==> config.mk <==
export PLATFORM = sky130hd
export DESIGN_NAME = mc_alu
export DESIGN_NICKNAME = d
export VERILOG_FILES = /design/src/rtl/mc_alu.sv
export SDC_FILE = /design/constraint.sdc
export NUM_CORES = 1
export LEC_CHECK = 0
export ABC_CLOCK_PERIOD_IN_PS = 5300
export BUFFER_PORTS_ARGS = -buffer_cell sky130_fd_sc_hd__buf_2
export CORE_MARGIN = 4
export CORE_UTILIZATION = 30
export CTS_BUF_LIST = sky130_fd_sc_hd__clkbuf_16
export CTS_CLUSTER_DIAMETER = 100
export CTS_CLUSTER_SIZE = 16
export DETAILED_ROUTE_END_ITERATION = 7
export PLACE_DENSITY = 0.57
export SLEW_MARGIN = 10
export SYNTH_ARGS = -nofsm -noshare
export SYNTH_HDL_FRONTEND = slang
export SYNTH_SLANG_ARGS = --single-unit
==> constraint.sdc <==
create_clock -name clk -period 5.3 [get_ports clk]
set_clock_uncertainty 0.05 [all_clocks]
set_input_delay 0 -clock clk [delete_from_list [all_inputs] [get_ports clk]]
set_output_delay 0 -clock clk [all_outputs]
set_load 0.005 [all_outputs]
==> src/rtl/mc_alu.sv <==
// Multi-cycle ALU: registered single-cycle logic/arith ops plus an iterative shift-add
// unsigned multiplier, with valid/ready handshakes on both request and result sides.
module mc_alu #(
    parameter int unsigned WIDTH  = 32,
    parameter int unsigned MUL_EN = 1
) (
    input  logic             clk,
    input  logic             rstn,
    input  logic             in_valid,
    output logic             in_ready,
    input  logic [WIDTH-1:0] a,
    input  logic [WIDTH-1:0] b,
    input  logic [3:0]       alu_ctl,
    output logic             out_valid,
    input  logic             out_ready,
    output logic [WIDTH-1:0] result,
    output logic             zero,
    output logic             overflow,
    output logic             illegal,
    output logic             busy
);

    localparam logic [1:0] StIdle     = 2'd0;
    localparam logic [1:0] StMul      = 2'd1;
    localparam logic [1:0] StDoneWait = 2'd2;

    localparam logic [3:0] OpAnd   = 4'b0000;
    localparam logic [3:0] OpOr    = 4'b0001;
    localparam logic [3:0] OpAdd   = 4'b0010;
    localparam logic [3:0] OpMul   = 4'b0011;
    localparam logic [3:0] OpMulhu = 4'b0101;
    localparam logic [3:0] OpSub   = 4'b0110;
    localparam logic [3:0] OpSlt   = 4'b0111;
    localparam logic [3:0] OpNor   = 4'b1100;

    localparam bit                MulEn   = (MUL_EN != 0);
    localparam int unsigned       CntW    = $clog2(WIDTH);
    localparam logic [CntW-1:0]   CntLast = CntW'(WIDTH - 1);

    logic [1:0]         state_q, state_d;
    logic               out_valid_q, out_valid_d;
    logic [WIDTH-1:0]   result_q, result_d;
    logic               zero_q, zero_d;
    logic               overflow_q, overflow_d;
    logic               illegal_q, illegal_d;
    logic [2*WIDTH-1:0] product_q, product_d;
    logic [2*WIDTH-1:0] mcand_q, mcand_d;
    logic [WIDTH-1:0]   mplier_q, mplier_d;
    logic [CntW-1:0]    cnt_q, cnt_d;
    logic               mul_hi_q, mul_hi_d;

    logic               accept;
    logic               consume;
    logic [WIDTH-1:0]   sum, diff;
    logic               add_ovf, sub_ovf, slt_bit;
    logic [WIDTH-1:0]   sc_result;
    logic               sc_ovf, sc_ill;
    logic               is_mul;
    logic [2*WIDTH-1:0] prod_next;
    logic [WIDTH-1:0]   mul_res;
    logic               mul_ovf;

    assign in_ready  = (state_q == StIdle) && (!out_valid_q || out_ready);
    assign accept    = in_valid && in_ready;
    assign consume   = out_valid_q && out_ready;
    assign out_valid = out_valid_q;
    assign result    = result_q;
    assign zero      = zero_q;
    assign overflow  = overflow_q;
    assign illegal   = illegal_q;
    assign busy      = (state_q == StMul);

    assign sum     = a + b;
    assign diff    = a - b;
    assign add_ovf = (a[WIDTH-1] == b[WIDTH-1]) && (sum[WIDTH-1] != a[WIDTH-1]);
    assign sub_ovf = (a[WIDTH-1] != b[WIDTH-1]) && (diff[WIDTH-1] != a[WIDTH-1]);
    // Sign of the difference is wrong exactly when the subtraction overflows.
    assign slt_bit = diff[WIDTH-1] ^ sub_ovf;

    always_comb begin
        sc_result = '0;
        sc_ovf    = 1'b0;
        sc_ill    = 1'b0;
        is_mul    = 1'b0;
        case (alu_ctl)
            OpAnd: sc_result = a & b;
            OpOr:  sc_result = a | b;
            OpNor: sc_result = ~(a | b);
            OpAdd: begin
                sc_result = sum;
                sc_ovf    = add_ovf;
            end
            OpSub: begin
                sc_result = diff;
                sc_ovf    = sub_ovf;
            end
            OpSlt: sc_result = {{(WIDTH-1){1'b0}}, slt_bit};
            OpMul, OpMulhu: begin
                is_mul = MulEn;
                sc_ill = !MulEn;
            end
            default: sc_ill = 1'b1;
        endcase
    end

    assign prod_next = product_q + (mplier_q[0] ? mcand_q : '0);
    assign mul_res   = mul_hi_q ? prod_next[2*WIDTH-1:WIDTH] : prod_next[WIDTH-1:0];
    assign mul_ovf   = !mul_hi_q && (prod_next[2*WIDTH-1:WIDTH] != '0);

    always_comb begin
        state_d     = state_q;
        out_valid_d = out_valid_q;
        result_d    = result_q;
        zero_d      = zero_q;
        overflow_d  = overflow_q;
        illegal_d   = illegal_q;
        product_d   = product_q;
        mcand_d     = mcand_q;
        mplier_d    = mplier_q;
        cnt_d       = cnt_q;
        mul_hi_d    = mul_hi_q;

        if (consume) begin
            out_valid_d = 1'b0;
        end

        case (state_q)
            StIdle: begin
                if (accept) begin
                    if (is_mul) begin
                        state_d   = StMul;
                        product_d = '0;
                        mcand_d   = {{WIDTH{1'b0}}, a};
                        mplier_d  = b;
                        cnt_d     = '0;
                        mul_hi_d  = (alu_ctl == OpMulhu);
                    end else begin
                        out_valid_d = 1'b1;
                        result_d    = sc_result;
                        zero_d      = (sc_result == '0);
                        overflow_d  = sc_ovf;
                        illegal_d   = sc_ill;
                    end
                end
            end
            StMul: begin
                product_d = prod_next;
                mcand_d   = mcand_q << 1;
                mplier_d  = mplier_q >> 1;
                cnt_d     = cnt_q + 1'b1;
                if (cnt_q == CntLast) begin
                    state_d     = StDoneWait;
                    out_valid_d = 1'b1;
                    result_d    = mul_res;
                    zero_d      = (mul_res == '0);
                    overflow_d  = mul_ovf;
                    illegal_d   = 1'b0;
                    cnt_d       = '0;
                end
            end
            StDoneWait: begin
                if (consume) begin
                    state_d = StIdle;
                end
            end
            default: state_d = StIdle;
        endcase
    end

    always_ff @(posedge clk or negedge rstn) begin
        if (!rstn) begin
            state_q     <= StIdle;
            out_valid_q <= 1'b0;
            result_q    <= '0;
            zero_q      <= 1'b1;
            overflow_q  <= 1'b0;
            illegal_q   <= 1'b0;
            product_q   <= '0;
            mcand_q     <= '0;
            mplier_q    <= '0;
            cnt_q       <= '0;
            mul_hi_q    <= 1'b0;
        end else begin
            state_q     <= state_d;
            out_valid_q <= out_valid_d;
            result_q    <= result_d;
            zero_q      <= zero_d;
            overflow_q  <= overflow_d;
            illegal_q   <= illegal_d;
            product_q   <= product_d;
            mcand_q     <= mcand_d;
            mplier_q    <= mplier_d;
            cnt_q       <= cnt_d;
            mul_hi_q    <= mul_hi_d;
        end
    end

endmodule

# Yosys cells after proc, flatten, opt, wreduce, memory -nomap -nowiden
# Cells that the tools add are included.
# word_totals
ff_bits	204
input_bits	72
output_inout_bits	38
elab_cells	104
# classes
bitwise_logic	4
n_reduce_logical	21
eq_ne	19
n_addsub	4
mux	45
# ops
op	count
$mux W64	5
$pmux W64 S2	2
$mux W32	6
$pmux W32 S6	1
$pmux W32 S2	2
$add A64 B64 Y64	1
$logic_not A32 Y1	2
$add A32 B32 Y32	1
$and A32 B32 Y32	1
$not A32 Y32	1
$or A32 B32 Y32	1
$reduce_bool A32 Y1	1
$sub A32 B32 Y32	1
$mux W1	15
$mux W5	3
$eq A4 B3 Y1 const B	3
$pmux W1 S2	5
$pmux W5 S2	1
$eq A4 B2 Y1 const B	2
$mux W2	4
$ne A2 B2 Y1 const B	4
$reduce_and A4 Y1	2
$reduce_or A8 Y1	1
$logic_and A1 B1 Y1	6
18 further kinds	22

# Longest topological paths before layout
# Gate-level depths: netlist of the first run.
# logic_depth
ltp_word	9
depth_mapped	24
ltp_nobuf	23

# Worst setup path after synthesis of the first run
# Ideal clock, no wire load.
# synth_timing
path_kind	input to register
start	input port a[9]
end	register zero_q, in the netlist zero
path_slack_ns	1.060
t_arrival_ns	4.130
setup_ns	0.059
path_buffers	1
required_time_ns	5.191
cell_stages	23
cell_sequence	inv_1 ha_1 clkbuf_1 nor2_1 nand2_1 a2111oi_0 nor3_1 o31a_1 o21ai_1 a221oi_1 o21bai_1 a21oi_1 fa_1 o21ai_0 a211oi_1 nand3b_1 nor4_1 nand4_1 nor4b_1 and4_1 nand4_1 nor4_1 a21o_1
# synth_between
elab_chain_cells	9
elab_cells_between_ends	13
cone_classes	2 x add/sub; 1 x eq/ne; 4 x mux; 4 x bitwise; 2 x reduce/logical
# synth_rtl
item	line_no	source
start, declared	11	input logic [WIDTH-1:0] a,
$sub A32 B32 Y32	74	assign diff = a - b;
$ne A1 B1 Y1	76	assign sub_ovf = (a[WIDTH-1] != b[WIDTH-1]) && (diff[WIDTH-1] != a[WIDTH-1]);
$logic_and A1 B1 Y1	76	
$xor A1 B1 Y1	78	assign slt_bit = diff[WIDTH-1] ^ sub_ovf;
$pmux W32 S6 (*)	85	case (alu_ctl)
$logic_not A32 Y1 (*)	140	zero_d = (sc_result == '0);
$mux W1 (*)	130	if (is_mul) begin
$mux W1 (*)	129	if (accept) begin
$pmux W1 S2 (*)	127	case (state_q)
end signal, assigned	187	zero_q <= zero_d;
end, declared	43	logic zero_q, zero_d;
# Every way passes the cells marked *; elsewhere a longest branch is shown, timed or not. The select of a mux whose other input is x is not followed.
# A chain may end at the register's enable or synchronous reset.

# Final worst setup path of the first run
# layout_timing
start	register mplier_q[0]
end	register overflow_q, in the netlist overflow
# layout_between
elab_chain_cells	6
# layout_rtl
item	line_no	source
start, declared	48	logic [WIDTH-1:0] mplier_q, mplier_d;
start signal, assigned	192	mplier_q <= mplier_d;
$mux W64	106	assign prod_next = product_q + (mplier_q[0] ? mcand_q : '0);
$add A64 B64 Y64	106	
$reduce_bool A32 Y1	108	assign mul_ovf = !mul_hi_q && (prod_next[2*WIDTH-1:WIDTH] != '0);
$logic_and A1 B1 Y1	108	
$mux W1	151	if (cnt_q == CntLast) begin
$pmux W1 S2	127	
end signal, assigned	188	overflow_q <= overflow_d;
end, declared	44	logic overflow_q, overflow_d;
# No other way between the ends. The select of a mux whose other input is x is not followed.

==> results of run 1 <==
-- tightest hold or removal path, cell delays in order --
cell     delay (ps)
buf_2           120
inv_1            70
buf_4           140
nor2_1           50
a21oi_1         100
o21ai_0          80
-- state kept, by name, indices dropped and copies added (netlist names) --
| signal | flops |
|---|---|
| out_valid | 1 |
| product_q | 64 |
| zero | 1 |
| cnt_q | 5 |
| mplier_q | 32 |
| illegal | 1 |
| mul_hi_q | 1 |
| mcand_q | 64 |
| result | 32 |
| overflow | 1 |
| state_q | 2 |
-- what timing repair did --
action,4_1_cts,5_1_grt
setup endpoints to repair,0,1
gates resized for setup,0,7
hold endpoints to repair,156,0
hold buffers,69,0
-- logic make-up (layout without fill, tap and decap cells) --
logic type	count (synthesis)	after routing
mux	17	17
flops	204	204
fa+ha+maj	172	172
buf+inv	261	388
compound gates	876	876
simple gates	793	793
xor+xnor	69	69
-- cells in the mapped netlist (19+ instances only) --
library cell,number
a211oi_1,31
a21o_1,31
a21oi_1,231
a221o_1,26
a221oi_1,19
a22o_1,78
and2_1,69
clkbuf_1,131
dfrtp_1,203
ha_1,168
inv_1,106
nand2_1,263
nand2b_1,20
nand3_1,42
nand4_1,46
nor2_1,239
nor3_1,26
o211ai_1,28
o21ai_0,210
o21bai_1,22
o31ai_1,32
xnor2_1,37
xor2_1,31
-- worst paths after layout --
kind	from	end	slack, ps
worst min register to register	result[6]	result[6]	430
min in group asynchronous	rstn	product_q[31]	40
worst max-delay path	mplier_q[0]	overflow	400
max in group asynchronous	rstn	mcand_q[31]	3830
worst min-delay path	a[1]	mcand_q[1]	20
worst max register to register	mplier_q[0]	overflow	400
-- per-layer routing --
layer,routed length (microns),vias to the layer above,GRT usage
met5,37,-,0
met4,2560,6,0.0677
met3,3440,130,0.0237
met2,33500,603,0.350
met1,31800,9084,0.279
li1,-,8934,-
-- power groups by stage --
| stage | Clock, mW | Combinational, mW | Sequential, mW |
|---|---|---|---|
| global route | 1.62 | 5.66 | 2.75 |
| finish | 1.52 | 5.14 | 2.67 |
| CTS | 1.57 | 5.11 | 2.67 |
| floorplan | 0 | 3.39 | 2.52 |
| detailed placement | 0 | 5.05 | 2.68 |
| global placement | 0 | 5.00 | 2.67 |
-- metrics by stage --
stage	cells	utilization	area, sq um	total power, mW
2_1_floorplan	2392	-	18600	5.92
4_1_cts	3309	0.349	21400	9.34
3_3_place_gp	3204	0.327	20100	7.67
5_1_grt	3309	0.349	21500	10.0
3_5_place_dp	3204	0.327	20100	7.73
6_report	3309	0.349	21500	9.33
-- final cells by class --
type / instances / share of cell area
Clock buffer: 21 / 0.0245
Tap cell: 790 / 0.0460
Inverter: 107 / 0.0190
Clock inverter: 15 / 0.00582
Sequential cell: 204 / 0.238
Timing Repair Buffer: 245 / 0.0826
Multi-Input combinational cell: 1927 / 0.584
==> flow_metrics.env, run 1 <==
export IMPL_status="finished, final reports clean"
export IMPL_path_cells="and2_1, ha_1, fa_1, a211oi_2, o21ai_2, a41o_4, a211oi_2, o21a_2, nor2_1, xor2_1, or4_1, or4_1, nor4_2, buf_4, a311oi_1, a221o_1"
export IMPL_p_comb_frac=0.551
export IMPL_relSlewSlack=0.310
export IMPL_pre_cts_slack_ps=109
export IMPL_worstRegToRegCells=16
export IMPL_antenna_cells=0
export IMPL_synth_cell_area_sq_mm=0.0186
export IMPL_hold_class="in -> reg"
export IMPL_yosysTopAreaCell="dfrtp_1"
export IMPL_drt_wl_total_mm=71.4
export IMPL_postCtsSetupRepairBufs=0
export IMPL_port_buffer_count=109
export IMPL_seqCellArea_sq_mm=0.00511
export IMPL_whs_ps=19.2
export IMPL_syn_avg_cell_area_sq_um=7.78
export IMPL_sequentialPowerShare=0.286
export IMPL_fmax_mhz=204
export IMPL_routedWlPerCell_microns=21.6
export IMPL_worstPathRequired_ps=5680
export IMPL_path_clk_slew_ps=80
export IMPL_yosys_area_share_adder=0.117
export IMPL_worst_slew_pin_slew_ps=1030
export IMPL_cts_tree="done"
export IMPL_grt_max_degree=184
export IMPL_synth_xor_area_frac=0.0329
export IMPL_setup_viol=0
export IMPL_start_util=0.302
export IMPL_clk_path_buf_depth=3
export IMPL_yosysSeqAreaShare=0.275
export IMPL_cp_slowest_cell="or4_1"
export IMPL_async_flop_share=1.00
export IMPL_layout_common_cells="263 x nand2_1, 238 x nor2_1, 230 x a21oi_1"
export IMPL_multi_input_area_sq_mm=0.0126
export IMPL_hold_depth=6
export IMPL_worst_path_buf_inv=1
export IMPL_grt_ovfl_total=0
export IMPL_fin_tns_setup_ps=0
export IMPL_die_area_sq_mm=0.0660
export IMPL_gr_usage_all_layers=0.208
export IMPL_row_count=91
export IMPL_syn_num_nets=2636
export IMPL_grt_pass1_wl_mm=111
export IMPL_cts_made_buffers=21
export IMPL_layout_drive_gt1_share=0.106
export IMPL_layout_nets=2750
export IMPL_cts_sinks=204
export IMPL_via_count=18800
export IMPL_endpoint_kind="flop"
export IMPL_ant_nets=0
export IMPL_synthFlopType="dfrtp_1"
export IMPL_max_stage_delay_ps=570
export IMPL_cts_max_level=1
export IMPL_core_area_sq_mm=0.0615
export IMPL_synthSimpleGateAreaFrac=0.198
export IMPL_synth_area_leaders="dfrtp_1 27%, ha_1 11%, a21oi_1 6.2%, o21ai_0 5.7%, nand2_1 5.3%"
export IMPL_synth_compound_area_share=0.313
export IMPL_p_clk_frac=0.163
export IMPL_p_sw_mw=4.54
export IMPL_synthMuxAreaShare=0.00935
export IMPL_vias_per_cell=5.67
export IMPL_setup_ws_ps=399
export IMPL_postSynthCellCount=2392
export IMPL_synth_top_family_by_area="compound AO/OA/AOI/OAI gates"
export IMPL_worstSetupPathDepth=16
export IMPL_finalCritPeriodShare=0.925
export IMPL_leakage_nw=9.59
export IMPL_drt_first_pass_iters=6
export IMPL_irDropWorstVdd_v=0.000296
export IMPL_cts_root_buf="clkbuf_16"
export IMPL_period_minus_slack_ps=4900
export IMPL_hpwl_mm=54.4
export IMPL_maxCapViolCount=0
export IMPL_synth_top_area_frac=0.273
export IMPL_swShare=0.487
export IMPL_synth_edf_count=0
export IMPL_synth_distinct_cells=91
export IMPL_drc=0
export IMPL_slew_violations=0
export IMPL_power_density_mw_per_mm2=435
export IMPL_final_common_cell="nand2_1"
export IMPL_yosys_warnings=0
export IMPL_rsz0062_at_grt="false"
export IMPL_die_h_microns=257
export IMPL_die_x_microns=257
export IMPL_crit_arrival_ps=5280
export IMPL_io_pins=110
export IMPL_nFillCells=6537
export IMPL_area_growth_pct=15.5
export IMPL_p_int_mw=4.79
export IMPL_hold_viol_final=0
export IMPL_grt_antenna_before_repair=4
export IMPL_worstSetupPathType="reg -> reg"
export IMPL_cp_max_fo=6
export IMPL_clkLatencyLatePin_ps=540
export IMPL_ys_ff_latch=204
export IMPL_start_kind="flop"
export IMPL_grt_pass1_vias=18700
export IMPL_cp_top_family="compound AO/OA/AOI/OAI gates"
export IMPL_drt_iter0_drc=1588
export IMPL_place_gp_congestion=0.930
Power figures use the tool's default switching activity.
==> run 2: changes to the inputs <==
--- a/config.mk
+++ b/config.mk
@@ -5,6 +5,7 @@
 export SDC_FILE = /design/constraint.sdc
 export NUM_CORES = 1
 export LEC_CHECK = 0
+export ABC_AREA = 1
 export ABC_CLOCK_PERIOD_IN_PS = 5300
 export BUFFER_PORTS_ARGS = -buffer_cell sky130_fd_sc_hd__buf_2
 export CORE_MARGIN = 4
==> run 2 against run 1 <==
Against the previous run: the flow now finishes with violations (negative hold slack); combinational power is 14% higher; highest routed layer unchanged; register-to-register slack better by 680 ps; largest power group unchanged; final cell count is 44% higher; critical path type unchanged.
==> flow_metrics.env, run 2 <==
export IMPL_p_comb_frac=0.583
export IMPL_ys_ff_latch=204
export IMPL_layout_common_cells="1188 x nand2_1, 736 x inv_1, 294 x nor2_1"
export IMPL_syn_avg_cell_area_sq_um=5.90
export IMPL_clkLatencyLatePin_ps=560
export IMPL_finalCritPeriodShare=0.797
export IMPL_start_util=0.304
export IMPL_gr_usage_all_layers=0.221
export IMPL_total_power_mw=10.1
export IMPL_maxCapViolCount=0
export IMPL_start_kind="flop"
export IMPL_row_count=98
export IMPL_grt_antenna_before_repair=2
export IMPL_setup_viol=0
export IMPL_irDropWorstVdd_v=0.000365
export IMPL_cts_made_buffers=20
export IMPL_path_clk_slew_ps=90
export IMPL_synth_cell_area_sq_mm=0.0218
export IMPL_sequentialPowerShare=0.266
export IMPL_final_common_cell="nand2_1"
export IMPL_grt_pass1_wl_mm=135
export IMPL_swShare=0.519
export IMPL_final_cells=4764
export IMPL_vias_per_cell=4.87
export IMPL_worstSetupPathType="reg -> reg"
export IMPL_hpwl_mm=71.1
export IMPL_port_buffer_count=109
export IMPL_async_flop_share=1.00
export IMPL_fin_tns_setup_ps=0
export IMPL_cts_resized=0
export IMPL_rsz0062_at_grt="false"
export IMPL_synth_top_area_frac=0.233
export IMPL_relSlewSlack=0.271
export IMPL_nFillCells=8194
export IMPL_slew_violations=0
export IMPL_cts_root_buf="clkbuf_16"
export IMPL_cts_sinks=204
export IMPL_yosysMostFrequentCell="nand2_1"
export IMPL_hold_viol_final=3
export IMPL_drc=0
export IMPL_yosysTopAreaCell="dfrtp_1"
export IMPL_cp_max_fo=38
export IMPL_fmax_mhz=237
export IMPL_routedWlPerCell_microns=18.5
export IMPL_power_density_mw_per_mm2=409
export IMPL_dpl_cell_count=4663
export IMPL_via_count=23200
export IMPL_drt_wl_total_mm=88.1
export IMPL_antenna_cells=0
export IMPL_postSynthCellCount=3700
export IMPL_core_area_sq_mm=0.0719
export IMPL_worst_slew_pin_slew_ps=1090
export IMPL_yosysSeqAreaShare=0.234
export IMPL_hold_class="in -> async"
export IMPL_worstRegToRegCells=20
export IMPL_reg_top3="mcand_q: 64 flops, product_q: 64 flops"
export IMPL_p_clk_frac=0.151
export IMPL_clk_path_buf_depth=3
export IMPL_synth_area_leaders="dfrtp_1 23%, nand2_1 20%, inv_1 13%, ha_1 9.6%, nand3_1 5.8%"
export IMPL_worstPathRequired_ps=5690
export IMPL_die_x_microns=278
export IMPL_grt_pass1_vias=22900
export IMPL_drt_iter0_drc=1874
export IMPL_layout_drive_gt1_share=0.0653
export IMPL_utilization=0.342
export IMPL_grt_max_degree=185
export IMPL_leakage_nw=13.7
export IMPL_syn_num_nets=3944
export IMPL_cts_tree="done"
export IMPL_die_area_sq_mm=0.0772
export IMPL_layout_nets=4047
export IMPL_die_h_microns=278
export IMPL_synthFlopType="dfrtp_1"
export IMPL_endpoint_kind="flop"
export IMPL_grt_ovfl_total=0
export IMPL_p_sw_mw=5.23
export IMPL_status="complete, but fails checks"
export IMPL_crit_arrival_ps=4610
export IMPL_area_growth_pct=12.6
export IMPL_cts_max_level=1
export IMPL_violations="negative hold slack"
export IMPL_synth_edf_count=0
export IMPL_place_gp_congestion=1.03
export IMPL_io_pins=110
export IMPL_ant_nets=0
export IMPL_synth_commonest_cells="1188 x nand2_1, 736 x inv_1, 296 x nor2_1"
export IMPL_whs_ps=-13.0
export IMPL_period_minus_slack_ps=4220
export IMPL_yosys_warnings=0
export IMPL_synth_distinct_cells=45
export IMPL_p_int_mw=4.84
export IMPL_drt_first_pass_iters=6
run 2: changes by cell type after synthesis, sizes merged, moves of 33 or more:
cell    before   now
inv        106   747
o31ai       33     0
a21oi      235   165
nand3       42   261
and2        70    21
nor2       239   325
o211ai      29    62
clkbuf     133    63
nand2      263  1216
o22ai        5    57
a22o        78    32
a211oi      36     1
run 2: final timing paths:
check	slack, ps	start	end
max reg2reg	1080	mplier_q[0]	overflow
max in group asynchronous	4040	rstn	mplier_q[31]
min in group clk	70	alu_ctl[3]	result[0]
min	-10	rstn	mcand_q[41]
min reg2reg	430	result[8]	result[8]
max	1080	mplier_q[0]	overflow
run 2: through the flow:
step	setup WS [ps]	area, sq um
2_1_floorplan	2450	21800
3_3_place_gp	1080	23300
3_5_place_dp	1060	23300
4_1_cts	1100	24600
5_1_grt	663	24600
6_report	1080	24600
run 2: final cells by class:
class | instances | area (sq um) | area share
Multi-Input combinational cell | 2634 | 13400 | 0.547
Sequential cell | 204 | 5110 | 0.208
Inverter | 748 | 2810 | 0.114
Timing Repair Buffer | 195 | 1400 | 0.0568
Tap cell | 950 | 1190 | 0.0483
Clock buffer | 21 | 526 | 0.0214
Clock inverter | 12 | 120 | 0.00488
run 2: cell families after synthesis:
family | after synthesis | synth area share
simple gates | 1886 | 0.358
buf+inv | 862 | 0.151
compound gates | 543 | 0.144
flops | 204 | 0.234
fa+ha+maj | 172 | 0.0999
xor+xnor | 33 | 0.0132
run 2: what timing repair did:
item / in CTS / in global routing
buffers inserted: 0 / 0
endpoints found under the hold margin: 177 / 0
hold buffers: 68 / 0
run 2: worst max-delay path, cell delays in order (launching register included):
cell,delay (ps)
dfrtp_2,860
buf_4,430
nand2_1,80
inv_1,60
ha_1,310
nand2_1,150
nor2_1,210
inv_2,80
nor2_1,170
nand2_1,180
nor2_1,130
nand2_1,80
nand4_1,110
and2_1,260
nand2_1,80
nor2_1,210
nand2_1,100
nor2_1,230
nand3_1,170
nand2_1,90
a21oi_1,60
run 2: per-layer routing:
metal | track usage | wire (microns) | vias to the layer above
li1 | - | - | 11700
met2 | 0.392 | 42600 | 551
met1 | 0.285 | 38600 | 10800
met4 | 0.0671 | 2860 | 4
met3 | 0.0208 | 3960 | 127
met5 | 0 | 24 | -
run 2: power groups by stage:
stage,clock network (mW),registers (mW),logic (mW)
2_1_floorplan,0,2.49,4.06
4_1_cts,1.58,2.68,5.86
3_3_place_gp,0,2.70,5.76
3_5_place_dp,0,2.70,5.79
5_1_grt,1.64,2.75,6.57
6_report,1.52,2.68,5.86
